<file path="config.mk">
export PLATFORM = sky130hd
export DESIGN_NAME = ddr_queue_drain_scheduler
export DESIGN_NICKNAME = d
export VERILOG_FILES = /design/src/rtl/ddr_queue_drain_scheduler.sv
export SDC_FILE = /design/constraint.sdc
export NUM_CORES = 1
export LEC_CHECK = 0
export BUFFER_PORTS_ARGS = -buffer_cell sky130_fd_sc_hd__buf_2
export CORE_MARGIN = 4
export CORE_UTILIZATION = 45
export DETAILED_ROUTE_END_ITERATION = 12
export HOLD_SLACK_MARGIN = 0.1
export PLACE_DENSITY = 0.69
export SYNTH_ARGS = -nofsm -noshare
export SYNTH_HDL_FRONTEND = slang
export SYNTH_SLANG_ARGS = --single-unit
</file>
<file path="constraint.sdc">
create_clock -name i_clk -period 7.85 [get_ports i_clk]
set_input_delay 0.3925 -clock i_clk [delete_from_list [all_inputs] [get_ports i_clk]]
set_output_delay 0.3925 -clock i_clk [all_outputs]
set_load 0.005 [all_outputs]
</file>
<file path="src/rtl/ddr_queue_drain_scheduler.sv">
// Slot-driven round-robin read scheduler for P_QUEUE_NUM local DDR queues.
// Each slot gets a byte budget. Each eligible queue receives its whole backlog
// as one read grant. The scheduler then waits for that queue's finish flag.
module ddr_queue_drain_scheduler #(
  parameter int C_M_AXI_ADDR_WIDTH = 32,
  parameter int P_QUEUE_NUM        = 4,
  parameter int P_MIN_PKT_BYTE     = 64,
  parameter int P_WAIT_TIMEOUT     = 65535
) (
  input  logic                                      i_clk,
  input  logic                                      i_rst,
  input  logic                                      i_slot_valid,
  input  logic [C_M_AXI_ADDR_WIDTH-1:0]             i_slot_budget,
  output logic                                      o_slot_ready,
  input  logic [P_QUEUE_NUM*C_M_AXI_ADDR_WIDTH-1:0] i_queue_size,
  output logic [C_M_AXI_ADDR_WIDTH-1:0]             o_rd_local_byte,
  output logic [P_QUEUE_NUM-1:0]                    o_rd_local_byte_valid,
  input  logic [P_QUEUE_NUM-1:0]                    i_rd_local_byte_ready,
  input  logic [P_QUEUE_NUM-1:0]                    i_rd_queue_finish,
  output logic [7:0]                                o_active_queue,
  output logic                                      o_slot_done,
  output logic [C_M_AXI_ADDR_WIDTH-1:0]             o_slot_used_byte,
  output logic                                      o_timeout_err
);
  localparam int AW = C_M_AXI_ADDR_WIDTH;
  localparam int QW = $clog2(P_QUEUE_NUM);
  localparam int TW = $clog2(P_WAIT_TIMEOUT + 1);
  localparam logic [AW-1:0] MIN_B   = AW'(P_MIN_PKT_BYTE);
  localparam logic [QW-1:0] LAST_Q  = QW'(P_QUEUE_NUM - 1);
  localparam logic [TW-1:0] TMO_END = TW'(P_WAIT_TIMEOUT - 1);

  typedef enum logic [2:0] {S_IDLE, S_SELECT, S_ISSUE, S_WAIT, S_DONE} state_t;

  state_t                 r_state, w_next;
  logic [QW-1:0]          r_ptr, r_scan;
  logic [AW-1:0]          r_rem, r_used, r_grant;
  logic [TW-1:0]          r_timer;
  logic [1:0]             r_guard;

  logic                   r_slot_ready, r_slot_done, r_timeout_err;
  logic [AW-1:0]          r_rd_byte, r_used_out;
  logic [P_QUEUE_NUM-1:0] r_rd_valid;

  logic [AW-1:0]          w_size;
  logic                   w_hit, w_rdy, w_fin, w_guard_ok, w_tmo, w_wait_end, w_accept;
  logic [QW-1:0]          w_ptr_inc;
  logic [P_QUEUE_NUM-1:0] w_onehot;

  // Backlog of the queue currently under the pointer
  always_comb begin
    w_size = '0;
    for (int k = 0; k < P_QUEUE_NUM; k++)
      if (r_ptr == QW'(k)) w_size = i_queue_size[k*AW +: AW];
  end

  assign w_hit      = (w_size >= MIN_B) && (w_size <= r_rem);
  assign w_rdy      = i_rd_local_byte_ready[r_ptr];
  assign w_fin      = i_rd_queue_finish[r_ptr];
  // The finish flag is stale for two cycles after the handshake.
  assign w_guard_ok = (r_guard == 2'd2);
  assign w_tmo      = (r_timer == TMO_END);
  assign w_wait_end = (w_guard_ok && w_fin) || w_tmo;
  assign w_accept   = i_slot_valid && r_slot_ready;
  assign w_ptr_inc  = (r_ptr == LAST_Q) ? '0 : r_ptr + 1'b1;
  assign w_onehot   = {{(P_QUEUE_NUM-1){1'b0}}, 1'b1} << r_ptr;

  // FSM state register
  always_ff @(posedge i_clk or posedge i_rst) begin
    if (i_rst) r_state <= S_IDLE;
    else       r_state <= w_next;
  end

  // FSM next-state logic
  always_comb begin
    w_next = r_state;
    case (r_state)
      S_IDLE:   if (w_accept) w_next = S_SELECT;
      S_SELECT: if (w_hit) w_next = S_ISSUE;
                else if (r_scan == LAST_Q) w_next = S_DONE;
      S_ISSUE:  if (w_rdy) w_next = S_WAIT;
      S_WAIT:   if (w_wait_end) w_next = S_SELECT;
      S_DONE:   w_next = S_IDLE;
      default:  w_next = S_IDLE;
    endcase
  end

  // Scheduler datapath: pointer, scan count, budget and wait bookkeeping
  always_ff @(posedge i_clk or posedge i_rst) begin
    if (i_rst) begin
      r_ptr         <= '0;
      r_scan        <= '0;
      r_rem         <= '0;
      r_used        <= '0;
      r_grant       <= '0;
      r_timer       <= '0;
      r_guard       <= '0;
      r_timeout_err <= 1'b0;
    end else begin
      case (r_state)
        S_IDLE: if (w_accept) begin
          r_rem  <= i_slot_budget;
          r_used <= '0;
          r_scan <= '0;
        end
        S_SELECT: begin
          if (w_hit) r_grant <= w_size;
          else begin
            r_ptr  <= w_ptr_inc;
            r_scan <= r_scan + 1'b1;
          end
        end
        S_ISSUE: if (w_rdy) begin
          r_guard <= '0;
          r_timer <= '0;
        end
        S_WAIT: begin
          if (w_wait_end) begin
            // A timed-out grant is still charged to the slot.
            r_used <= r_used + r_grant;
            r_rem  <= r_rem - r_grant;
            r_ptr  <= w_ptr_inc;
            r_scan <= '0;
            if (!(w_guard_ok && w_fin)) r_timeout_err <= 1'b1;
          end else begin
            if (!w_guard_ok) r_guard <= r_guard + 2'd1;
            r_timer <= r_timer + 1'b1;
          end
        end
        default: ;
      endcase
    end
  end

  // Registered outputs, decoded from the state being entered
  always_ff @(posedge i_clk or posedge i_rst) begin
    if (i_rst) begin
      r_slot_ready <= 1'b0;
      r_slot_done  <= 1'b0;
      r_used_out   <= '0;
      r_rd_valid   <= '0;
      r_rd_byte    <= '0;
    end else begin
      r_slot_ready <= (w_next == S_IDLE);
      r_slot_done  <= (w_next == S_DONE);
      r_used_out   <= (w_next == S_DONE) ? r_used : '0;
      r_rd_valid   <= (w_next == S_ISSUE) ? w_onehot : '0;
      if (w_next == S_ISSUE) r_rd_byte <= (r_state == S_SELECT) ? w_size : r_grant;
      else                   r_rd_byte <= '0;
    end
  end

  assign o_slot_ready          = r_slot_ready;
  assign o_slot_done           = r_slot_done;
  assign o_slot_used_byte      = r_used_out;
  assign o_rd_local_byte_valid = r_rd_valid;
  assign o_rd_local_byte       = r_rd_byte;
  assign o_timeout_err         = r_timeout_err;
  assign o_active_queue        = 8'(r_ptr);
endmodule

</file>
## Word-level counts from Yosys, hierarchy flattened

Cells that the tools add are included.

| storage, ports and cells | value |
|---|---|
| bits in registers | 192 |
| input bits | 171 |
| output and inout bits | 79 |
| word-level logic and storage cells | 99 |

| cells by class | value |
|---|---|
| order comparisons | 3 |
| equal/unequal tests | 17 |
| muxes and demuxes | 39 |
| shift-type cells | 1 |
| reduce and logical (&&, ||, !) cells | 18 |
| bitwise gates (word level) | 1 |
| add/sub/neg operators | 6 |

Operators with widths:

| kind | count |
|---|---|
| $mux W32 | 11 |
| $pmux W32 S2 | 2 |
| $add A32 B32 Y32 | 1 |
| $ge A32 B7 Y1 const B | 1 |
| $le A32 B32 Y1 | 1 |
| $mux W16 | 2 |
| $pmux W16 S2 | 1 |
| $sub A32 B32 Y32 | 1 |
| $mux W2 | 9 |
| $add A16 B1 Y16 const B | 1 |
| $eq A16 B16 Y1 const B | 1 |
| $mux W3 | 5 |
| $ne A2 B2 Y1 const B | 6 |
| $pmux W3 S4 | 1 |
| $reduce_and A3 Y1 | 4 |
| $eq A3 B2 Y1 const B | 3 |
| $eq A2 B2 Y1 const B | 4 |
| $pmux W2 S2 | 2 |
| $reduce_and A4 Y1 | 2 |
| $add A2 B1 Y2 const B | 3 |
| $logic_not A3 Y1 | 2 |
| $pmux W2 S3 | 1 |
| $reduce_bool A2 Y1 | 3 |
| $bmux W1 S2 | 2 |
| other kinds (13) | 16 |

## Depth between registers and ports, before layout

Gate-level depths: netlist of run 1.

| depth | value |
|---|---|
| word-level depth | 11 |
| gate-level depth with buffers | 21 |
| mapped depth without buffers | 18 |

## Worst setup path after synthesis of run 1

No wires, ideal clock.

| path | value |
|---|---|
| path kind | register -> register |
| start | reg r_ptr[0] |
| end | reg r_grant[11] |
| path slack | 3.358 ns |
| cell stages (with the launch flop) | 18 |
| period minus slack after synthesis | 4.492 ns |
| required time | 7.722 ns |
| path buffers | 5 |
| arrival time | 4.365 ns |
| cell sequence | dfrtp_1 ha_1 clkbuf_1 clkbuf_1 clkbuf_1 buf_1 mux2_2 ha_1 a21o_1 a21o_1 a21oi_1 nor2_1 a211oi_1 a21oi_1 o22ai_2 nand3_2 buf_4 mux2_1 |

| between the ends | value |
|---|---|
| longest elaborated chain between the ends | 8 |
| elaborated cells on any way between the ends | 12 |

RTL lines:

| element | RTL line | source |
|---|---|---|
| from (decl) | 35 | `logic [QW-1:0] r_ptr, r_scan;` |
| from (signal assigned) | 108 | `r_ptr <= w_ptr_inc;` |
| from (signal assigned) | 121 | `r_ptr <= w_ptr_inc;` |
| $logic_not A2 Y1 | 53 | `if (r_ptr == QW'(k)) w_size = i_queue_size[k*AW +: AW];` |
| $mux W32 (3 in a row) | 53 |  |
| $mux W32 * | 53 |  |
| via w_size[9] | 44 | `logic [AW-1:0] w_size;` |
| $ge A32 B7 Y1 or $le A32 B32 Y1 (tied branches) | 56 | `assign w_hit = (w_size >= MIN_B) && (w_size <= r_rem);` |
| $logic_and A1 B1 Y1 * | 56 |  |
| $reduce_and A2 Y1 (no line) * | - |  |
| to (signal assigned) | 106 | `if (w_hit) r_grant <= w_size;` |
| to (decl) | 36 | `logic [AW-1:0] r_rem, r_used, r_grant;` |

Mark *: on every way through the listed nets, which the timed path passes. The rest lies on a longest branch.
A chain may end at the register's enable or synchronous reset.

## Worst setup path after layout of run 1

| path | value |
|---|---|
| start | reg r_ptr[0] |
| end | reg r_grant[12] |

The elaborated chain is that of the path after synthesis.

==> results.md, run 1 <==
Outcome:
- The flow ran to the end, and the final reports show no timing, DRC or antenna violations.

Cells and area:
- The number of nets in the finished design is 1,908.
- The diode insertion count for antenna repair is 0.
- After filler insertion, the fill cell instance count of the layout stands at 2,669.
- The library cells used most frequently in the layout, excluding fill and tap cells, are 243 x sky130_fd_sc_hd__buf_2, 192 x sky130_fd_sc_hd__dfrtp_1, 116 x sky130_fd_sc_hd__nand2_1.
- Once layout is complete, the utilization of the core stands at 0.532.
- In the final layout, the share of cells above drive strength 1 is 0.211.
- The synthesis-to-layout area growth is 15.9%.
- The finished layout holds 2,024 standard cells, fillers aside.
- The leading cell type in the layout, fill and taps excluded is sky130_fd_sc_hd__buf_2.

STA:
- The setup TNS is 0 ns.
- The final hold violation count was 0.
- Timing would allow up to 178 MHz.
- At the pin with the least slew margin, the transition time is 1.07 ns.
- The number of slew-limit violations in the final report is 0.
- Setup repair after global routing left no endpoint under its margin.
- The final setup skew is 0.0161 ns.
- The final worst-path setup slack is 2.22 ns.
- The total of endpoints with negative setup slack in the final report is 0.
- The minimum clock period after layout is 5.63 ns.
- Of the available clock period, the critical path in the final layout requires 0.717.
- The tightest slew margin relative to the limit is 0.284.

Place:
- After detailed placement, the design holds a cell count of 1,992.
- Routability-driven placement finished with a final weighted congestion of 1.01.
- The final HPWL from detailed placement is 31,200 microns.
- Prior to clock tree synthesis, the placed netlist has a worst setup slack of 2.32 ns.
- The number of port buffers is 243.

Setup path:
- The endpoint of the most critical setup path is r_grant[12]$_DFFE_PP0P_.
- The data arrival time at the worst-slack endpoint is 5.95 ns.
- In this run the worst setup path begins at r_ptr[0]$_DFFE_PP0P_.
- The type of the setup path with the least slack is reg2reg.
- Measured in cells, the most critical reg-to-reg path has a length of 18.
- The terminus of the critical flop-to-flop path is r_grant[12]$_DFFE_PP0P_.
- The type of element capturing the critical path is a flop.
- STA puts the critical path data required time at 8.17 ns.
- In this run the critical register-to-register path is launched from r_ptr[0]$_DFFE_PP0P_.
- In this run the register-to-register setup slack is 2.22 ns.
- STA classifies the critical path startpoint as a flop.
- The critical-path maximum fanout is 32.

Floorplanning:
- From bottom edge to top edge, the die measures 177 microns.
- The number of placement rows is 61.
- The die covers 0.0313 sq mm.
- 250 I/O pins were placed.
- The effective utilization at floorplan is 0.459.
- After floorplanning, the core was sized to cover 0.0279 sq mm.
- The die is 177 microns wide.

Pwr:
- The logic gate share of total power is 0.607.
- The power density of the placed cells is 424 mW/mm^2.
- The internal power consumption is 0.00331 W.
- The static leakage is 7.32 nW.
- The share of total power dissipated in sequential elements is 0.256.
- Of the total power, the clock network draws 0.137.
- The fraction of power spent switching nets is 0.475.
- The maximum vdd ir drop is 0.000231 V.
- After layout, the design draws a total of 0.00630 W.
- In this run the power spent charging and discharging nets is 0.00299 W.

Logic synthesis:
- The number of instances in the synthesized netlist is 1,431.
- Synthesis inferred 192 register bits.
- The number of synthesized flops with an enable pin is 0.
- The register area share after synthesis is 0.375.
- The largest total area in the synthesized netlist belongs to sky130_fd_sc_hd__dfrtp_1.
- After synthesis, the mean cell area works out to 8.96 sq um.
- By area the synthesized netlist is led by sky130_fd_sc_hd__dfrtp_1 37%, sky130_fd_sc_hd__ha_1 10%, sky130_fd_sc_hd__a21oi_1 4.2%, sky130_fd_sc_hd__mux2_2 3.9%, sky130_fd_sc_hd__o21ai_0 3.4%.
- The share of synthesized area in the top cell type comes to 0.375.
- Counting distinct cell types in the post-synthesis netlist gives 71.
- For this run, the leading register cell type out of synthesis is sky130_fd_sc_hd__dfrtp_1.
- In the synthesized netlist the async set-or-reset flop fraction comes to 1.00.
- The synthesized cell area is 0.0128 sq mm.
- During synthesis, Yosys emitted a total of 0 warnings.

Route:
- The DRC violation count after routing is 0.
- The routed length per placed instance is 20.1 microns.
- Once detail routing completed, the nets flagged for antenna violations numbered 0.
- The final route contains 11,680 vias.
- The first detailed-routing pass ran for 5 iterations.
- Dividing the detail-routed via count by the number of cells gives 5.77.
- The final layout contains routed wiring with a total length of 40,700 microns.
- After the first detailed-routing iteration, the DRC count stood at 940.

Clock network:
- The tree built by TritonCTS fans out to 192 sinks.
- The number of buffers inserted by hold repair at cts is 0.
- Gates resized during post-CTS repair numbered 0.
- The H-tree depth is 4.
- The number of buffers created by CTS is 17.
- The CTS tree is done.
- The cell at the root of the clock tree is sky130_fd_sc_hd__clkbuf_16.
- Clock-pin slew was measured on the worst setup and hold paths at 0.07 ns.
- At the later pin of the worst-skew pair, clock insertion delay measures 0.44 ns.
- The number of post-CTS setup repair buffers is 0.
- The maximum clock path buffer count is 2.

GRT:
- The first global-routing pass estimated 62,500 microns of wire.
- The number of global-route vias before repair was 11,098.
- The combined global-route utilization of all metal layers is 0.254.
- The final global-route overflow total is 0.
- The maximum number of pins on one net before global-route repair is 131.
- The number of antenna violations at the first check in global routing is 0.

Flow run:
- The tool flagged a number of max-cap violations equal to 0.

Hold path:
- The worst hold path belongs to the class in2async.
cells in the mapped netlist (17+ instances only):
cell                        instances
sky130_fd_sc_hd__a2111oi_0         34
sky130_fd_sc_hd__a21o_1            35
sky130_fd_sc_hd__a21oi_1          108
sky130_fd_sc_hd__a22oi_1           19
sky130_fd_sc_hd__a31oi_1           18
sky130_fd_sc_hd__and2_1            42
sky130_fd_sc_hd__clkbuf_1          47
sky130_fd_sc_hd__dfrtp_1          192
sky130_fd_sc_hd__ha_1             102
sky130_fd_sc_hd__inv_1             88
sky130_fd_sc_hd__mux2_2            44
sky130_fd_sc_hd__nand2_1          116
sky130_fd_sc_hd__nand3_1           55
sky130_fd_sc_hd__nand4_1           20
sky130_fd_sc_hd__nor2_1           107
sky130_fd_sc_hd__nor2b_1           17
sky130_fd_sc_hd__nor3_1            17
sky130_fd_sc_hd__o21ai_0           88
sky130_fd_sc_hd__xnor2_1           25
sky130_fd_sc_hd__xor2_1            25
power by group through the flow:
stage                     combinational [W]  clock, W  sequential [W]
final                               0.00383  0.000866         0.00161
after global routing                0.00427  0.000925         0.00164
after detailed placement            0.00375         0         0.00162
after floorplan                     0.00284         0         0.00148
after global placement              0.00365         0         0.00161
after CTS                           0.00378  0.000879         0.00160
per-stage QoR:
step	instance area (sq um)	hold slack, ns
after floorplan	12800	0.450
after global placement	14300	0.463
after detailed placement	14300	0.461
after CTS	14900	0.171
after global routing	14900	0.202
final	14900	0.0958
registers in the layout, summed over array words and instances (netlist names):
register               cells
o_rd_local_byte           32
o_slot_used_byte          32
r_grant                   32
r_rem                     32
r_used                    32
r_timer                   16
o_rd_local_byte_valid      4
r_state                    3
r_guard                    2
r_ptr                      2
r_scan                     2
o_slot_done                1
o_slot_ready               1
o_timeout_err              1
layout make-up:
| cell class | count | area [sq um] | share of cell area |
|---|---|---|---|
| timing repair buffer | 258 | 1330 | 0.0894 |
| inverter | 88 | 338 | 0.0227 |
| tap | 378 | 473 | 0.0318 |
| multi-input combinational | 1076 | 7340 | 0.494 |
| sequential | 192 | 4800 | 0.323 |
| clock inverter | 11 | 133 | 0.00893 |
| clock buffer | 21 | 440 | 0.0296 |
worst max-delay path, stage by stage (launching register included):
cell	delay [ns]
sky130_fd_sc_hd__dfrtp_1	0.49
sky130_fd_sc_hd__inv_1	0.13
sky130_fd_sc_hd__ha_1	0.60
sky130_fd_sc_hd__nor2b_1	0.20
sky130_fd_sc_hd__buf_4	0.26
sky130_fd_sc_hd__a22oi_1	0.10
sky130_fd_sc_hd__nor2_1	0.11
sky130_fd_sc_hd__a21oi_1	0.06
sky130_fd_sc_hd__o21ai_0	0.46
sky130_fd_sc_hd__ha_1	0.34
sky130_fd_sc_hd__nor2b_1	0.14
sky130_fd_sc_hd__o21a_1	0.15
sky130_fd_sc_hd__o21ai_0	0.14
sky130_fd_sc_hd__a21oi_1	0.09
sky130_fd_sc_hd__o31ai_1	0.23
sky130_fd_sc_hd__a21oi_1	0.11
sky130_fd_sc_hd__o22ai_2	0.45
sky130_fd_sc_hd__nand3_2	0.81
sky130_fd_sc_hd__mux2_1	0.60
worst min path at each step:
stage	end	slack (ns)
after global routing	r_timer[8]$_DFFE_PP0P_	0.20
after detailed placement	o_timeout_err$_DFFE_PP0P_	0.46
after CTS	r_timer[8]$_DFFE_PP0P_	0.17
after global placement	o_timeout_err$_DFFE_PP0P_	0.46
final	r_timer[9]$_DFFE_PP0P_	0.1
after floorplan	r_guard[0]$_DFFE_PP0P_	0.45
routing by layer:
metal / GRT usage / wire [microns] / share of wire
met1: 0.362 / 18300 / 0.45
met4: 0.0928 / 1490 / 0.037
met2: 0.395 / 18600 / 0.46
met5: 0 / 0 / 0
met3: 0.0395 / 2300 / 0.056
logic make-up after synthesis:
logic type	after synthesis	synth area share
AO/OA/AOI/OAI	411	0.211
XOR/XNOR	50	0.0341
adder cells (fa/ha/maj)	104	0.103
buffers and inverters	168	0.0548
flip-flops	192	0.375
multiplexers	54	0.0487
other	1	0.000292
AND/OR/NAND/NOR	451	0.173
(Power assumes the default switching activity.)
==> run 2: changes to the inputs <==
--- a/config.mk
+++ b/config.mk
@@ -10,7 +10,7 @@
 export CORE_UTILIZATION = 45
 export DETAILED_ROUTE_END_ITERATION = 12
 export HOLD_SLACK_MARGIN = 0.1
-export PLACE_DENSITY = 0.69
+export PLACE_DENSITY = 0.72
 export SYNTH_ARGS = -nofsm -noshare
 export SYNTH_HDL_FRONTEND = slang
 export SYNTH_SLANG_ARGS = --single-unit
==> constraint.sdc (replaced) <==
create_clock -name i_clk -period 5.1 [get_ports i_clk]
set_input_delay 0.255 -clock i_clk [delete_from_list [all_inputs] [get_ports i_clk]]
set_output_delay 0.255 -clock i_clk [all_outputs]
set_load 0.005 [all_outputs]
==> run 2 against run 1 <==
Against the previous run: power is 58% higher; clock skew up 0.0038 ns; setup slack worse by 1.9 ns; register-to-register slack lost 1.9 ns; clock power grew 59%; die area stayed put; via count grew 0.93%.
==> results.md, run 2 (same netlist as run 1, synthesis figures left out) <==
STA:
- The minimum clock period after layout was 4.81 ns (-0.815 ns).
- The total of endpoints with negative setup slack in the final report is 0 (unchanged).
- The final hold violation count came to 0 (unchanged).
- The number of slew-limit violations in the final report is 0 (unchanged).
- The final period utilization was 0.944 (+0.227).
- The final worst-path setup slack was 0.286 ns (-1.94 ns).
- The tightest slew margin relative to the limit was 0.204 (-0.0794).
- The setup TNS is 0 ns (unchanged).
- Setup repair after global routing left no endpoint under its margin.
- The worst-margin pin slew is 1.19 ns (+0.119 ns).
- The maximum operating frequency came to 208 MHz (+17%).
- The final setup skew is 0.0199 ns (+0.00380 ns).

Clock network:
- The number of post-CTS setup repair buffers came to 0 (unchanged).
- The clock slew seen by the registers of the worst setup and hold paths was 0.08 ns (about the same).
- The latest clock arrival within the worst-skew pair is 0.46 ns (+0.02 ns).
- The CTS tree is done.
- The maximum clock path buffer count is 2 (unchanged).
- The number of buffers created by CTS is 17 (unchanged).
- The number of instances resized during post-cts repair is 0 (unchanged).
- The number of buffers inserted by hold repair at cts is 18 (+18).
- The total number of clock tree sinks was 192 (unchanged).
- The H-tree depth is 4 (unchanged).
- Clock tree synthesis selected as its root buffer the cell sky130_fd_sc_hd__clkbuf_16.

Cells and area:
- The diode insertion count for antenna repair is 0 (unchanged).
- The final core area utilization is 0.545 (+0.0127).
- The library cells used most frequently in the layout, excluding fill and tap cells, are 243 x sky130_fd_sc_hd__buf_2, 192 x sky130_fd_sc_hd__dfrtp_1, 116 x sky130_fd_sc_hd__nand2_1.
- The library cell used most frequently in the layout, excluding fill and tap cells, is sky130_fd_sc_hd__buf_2.
- The synthesis-to-layout area growth is 18.6%.
- The share of cells above drive strength 1 was 0.218 (+0.00671).
- The number of nets in the finished design was 1,940 (+1.7%).

GRT:
- The combined global-route utilization of all metal layers is 0.255 (+0.00106).
- The number of global-route vias before repair is 11,026 (-0.65%).
- The maximum number of pins on one net before global-route repair is 139 (+6.1%).
- The final global-route overflow total was 0 (unchanged).
- The number of antenna violations at the first check in global routing is 1 (+1).
- The first-pass GRT wire length is 62,000 microns (-0.88%).

Setup path:
- The startpoint type of the worst setup path is a flop.
- The slowest library cell on the worst path is sky130_fd_sc_hd__ha_2.
- The most critical setup path has its endpoint at o_rd_local_byte[24]$_DFF_PP0_.
- STA classifies the critical path endpoint as a flop.
- The critical-path maximum fanout was 58 (+81%).
- The data arrival time at the worst-slack endpoint is 5.10 ns (-0.85 ns).
- The startpoint identified for the worst register-to-register timing path is r_ptr[0]$_DFFE_PP0P_.
- By startpoint and endpoint, the worst setup path is classified as reg2reg.
- The depth of the most critical reg-to-reg path is 14 (-4).
- The critical path goes through inv_1, ha_2, o21ai_0, mux2_2, ha_1, a21o_1, a21o_1, a21oi_1, nor2_1, a211oi_1, a21oi_1, o22ai_2, a31oi_4, a2111oi_0.
- The largest stage delay on the critical path is 0.82 ns (about the same).
- The most critical setup path has its startpoint at r_ptr[0]$_DFFE_PP0P_.
- The terminus of the critical flop-to-flop path is o_rd_local_byte[24]$_DFF_PP0_.
- The required time of the critical path is 5.38 ns (-2.79 ns).
- The register-to-register path setup slack was 0.29 ns (-1.94 ns).

Floorplanning:
- The die height is 177 microns (unchanged).
- The floorplan die width is 177 microns (unchanged).
- The boundary pin count is 250 (unchanged).
- The die footprint is 0.0313 sq mm (unchanged).
- The effective utilization at floorplan was 0.459 (unchanged).
- The number of placement rows is 61 (unchanged).
- The core outline area was 0.0279 sq mm (unchanged).

Pwr:
- The fraction of power spent switching nets is 0.482 (+0.00718).
- The internal power consumption is 0.00515 W (+56%).
- The total net switching power is 0.00480 W (+60%).
- The logic gate share of total power is 0.613 (+0.006).
- The clock share of power is 0.139 (+0.002).
- The maximum vdd ir drop is 0.000280 V (+21%).
- The static leakage is 7.50 nW (+2.4%).
- The power share of the sequential group is 0.248 (-0.008).
- The power density of the placed cells is 654 mW/mm^2 (+54%).

Route:
- The routed length per placed instance was 20.1 microns (about the same).
- The routed wire length is 41,300 microns (+1.5%).
- The DRC violation count after routing is 0 (unchanged).
- The starting DRC count in detailed routing is 1,091 (+16%).
- The vias after detailed routing came to 11,789 (+0.93%).
- The final antenna-violating net count is 0 (unchanged).
- The vias per cell is 5.73 (-0.64%).
- The number of iterations in the first detailed-routing pass is 7 (+2).

Flow run:
- The number of max-capacitance violations reported is 0 (unchanged).

Place:
- The last weighted congestion value of the routability-driven placer is 0.958 (-5.3%).
- The number of port buffers is 243 (unchanged).
- The pre-CTS setup slack was 0.395 ns (-1.92 ns).
- The final HPWL from detailed placement is 31,700 microns (+1.6%).

Outcome:
- The run finished with clean final reports.

Hold path:
- The worst hold path belongs to the class in2reg.
run 2: cell types whose count changed in the layout (fill, tap and decap cells not counted), sizes merged:
cell / change
inv: +5
clkinv: +1
buf: +14
clkbuf: -4
dlygate4sd3: +18
bufinv: -2
run 2: layout make-up:
type                    instances  area [sq um]
clock buffers                  17           425
flip-flops and latches        192          4800
well taps                     378           473
inverters                      88           334
multi-input cells            1076          7340
fillers                      2656         12700
clock inverters                15           183
repair buffers                290          1650
run 2: worst max-delay path, delay by kind of cell, from the launching register on:
| family | cells | cell delay [ns] |
|---|---|---|
| multiplexers | 1 | 0.41 |
| adder cells (fa/ha/maj) | 2 | 1.02 |
| AND/OR/NAND/NOR | 1 | 0.05 |
| flip-flops | 1 | 0.49 |
| AO/OA/AOI/OAI | 9 | 2.51 |
| buffers and inverters | 1 | 0.13 |
run 2: power by group through the flow:
stage / combinational (W) / clock [W] / sequential (W)
after floorplan: 0.00437 / 0 / 0.00228
after global placement: 0.00585 / 0 / 0.00246
after detailed placement: 0.00597 / 0 / 0.00248
after CTS: 0.00604 / 0.00140 / 0.00245
after global routing: 0.00674 / 0.00148 / 0.00251
final: 0.00610 / 0.00138 / 0.00246
run 2: worst min-delay path by stage:
stage | startpoint | endpoint | slack [ns] | depth (start not counted)
2_1_floorplan | i_slot_budget[17] | r_rem[17]$_DFFE_PP0P_ | 0.40 | 2
3_5_place_dp | r_guard[1]$_DFFE_PP0P_ | r_guard[1]$_DFFE_PP0P_ | 0.48 | 2
4_1_cts | i_slot_budget[12] | r_rem[12]$_DFFE_PP0P_ | 0.10 | 5
3_3_place_gp | o_timeout_err$_DFFE_PP0P_ | o_timeout_err$_DFFE_PP0P_ | 0.46 | 1
5_1_grt | i_slot_budget[15] | r_rem[15]$_DFFE_PP0P_ | 0.14 | 3
6_report | i_slot_budget[12] | r_rem[12]$_DFFE_PP0P_ | 0.11 | 5
run 2: layer usage:
layer  wire length, microns  track usage  share of wire  up-vias
met5                     16            0        0.00039        -
met4                   1360       0.0828          0.033        2
met3                   2720       0.0419          0.066       87
met2                  19400        0.409           0.47      419
met1                  17800        0.356           0.43     5630
li1                       -            -              -     5651
run 2: stage by stage:
step / std cells / hold WS (ns) / power [W] / area (sq um)
after detailed placement: 2006 / 0.479 / 0.00844 / 14400
after CTS: 2056 / 0.104 / 0.00988 / 15200
after global routing: 2056 / 0.141 / 0.0107 / 15200
final: 2056 / 0.105 / 0.00995 / 15200
after global placement: 2006 / 0.465 / 0.00831 / 14400
after floorplan: 1436 / 0.401 / 0.00665 / 12800
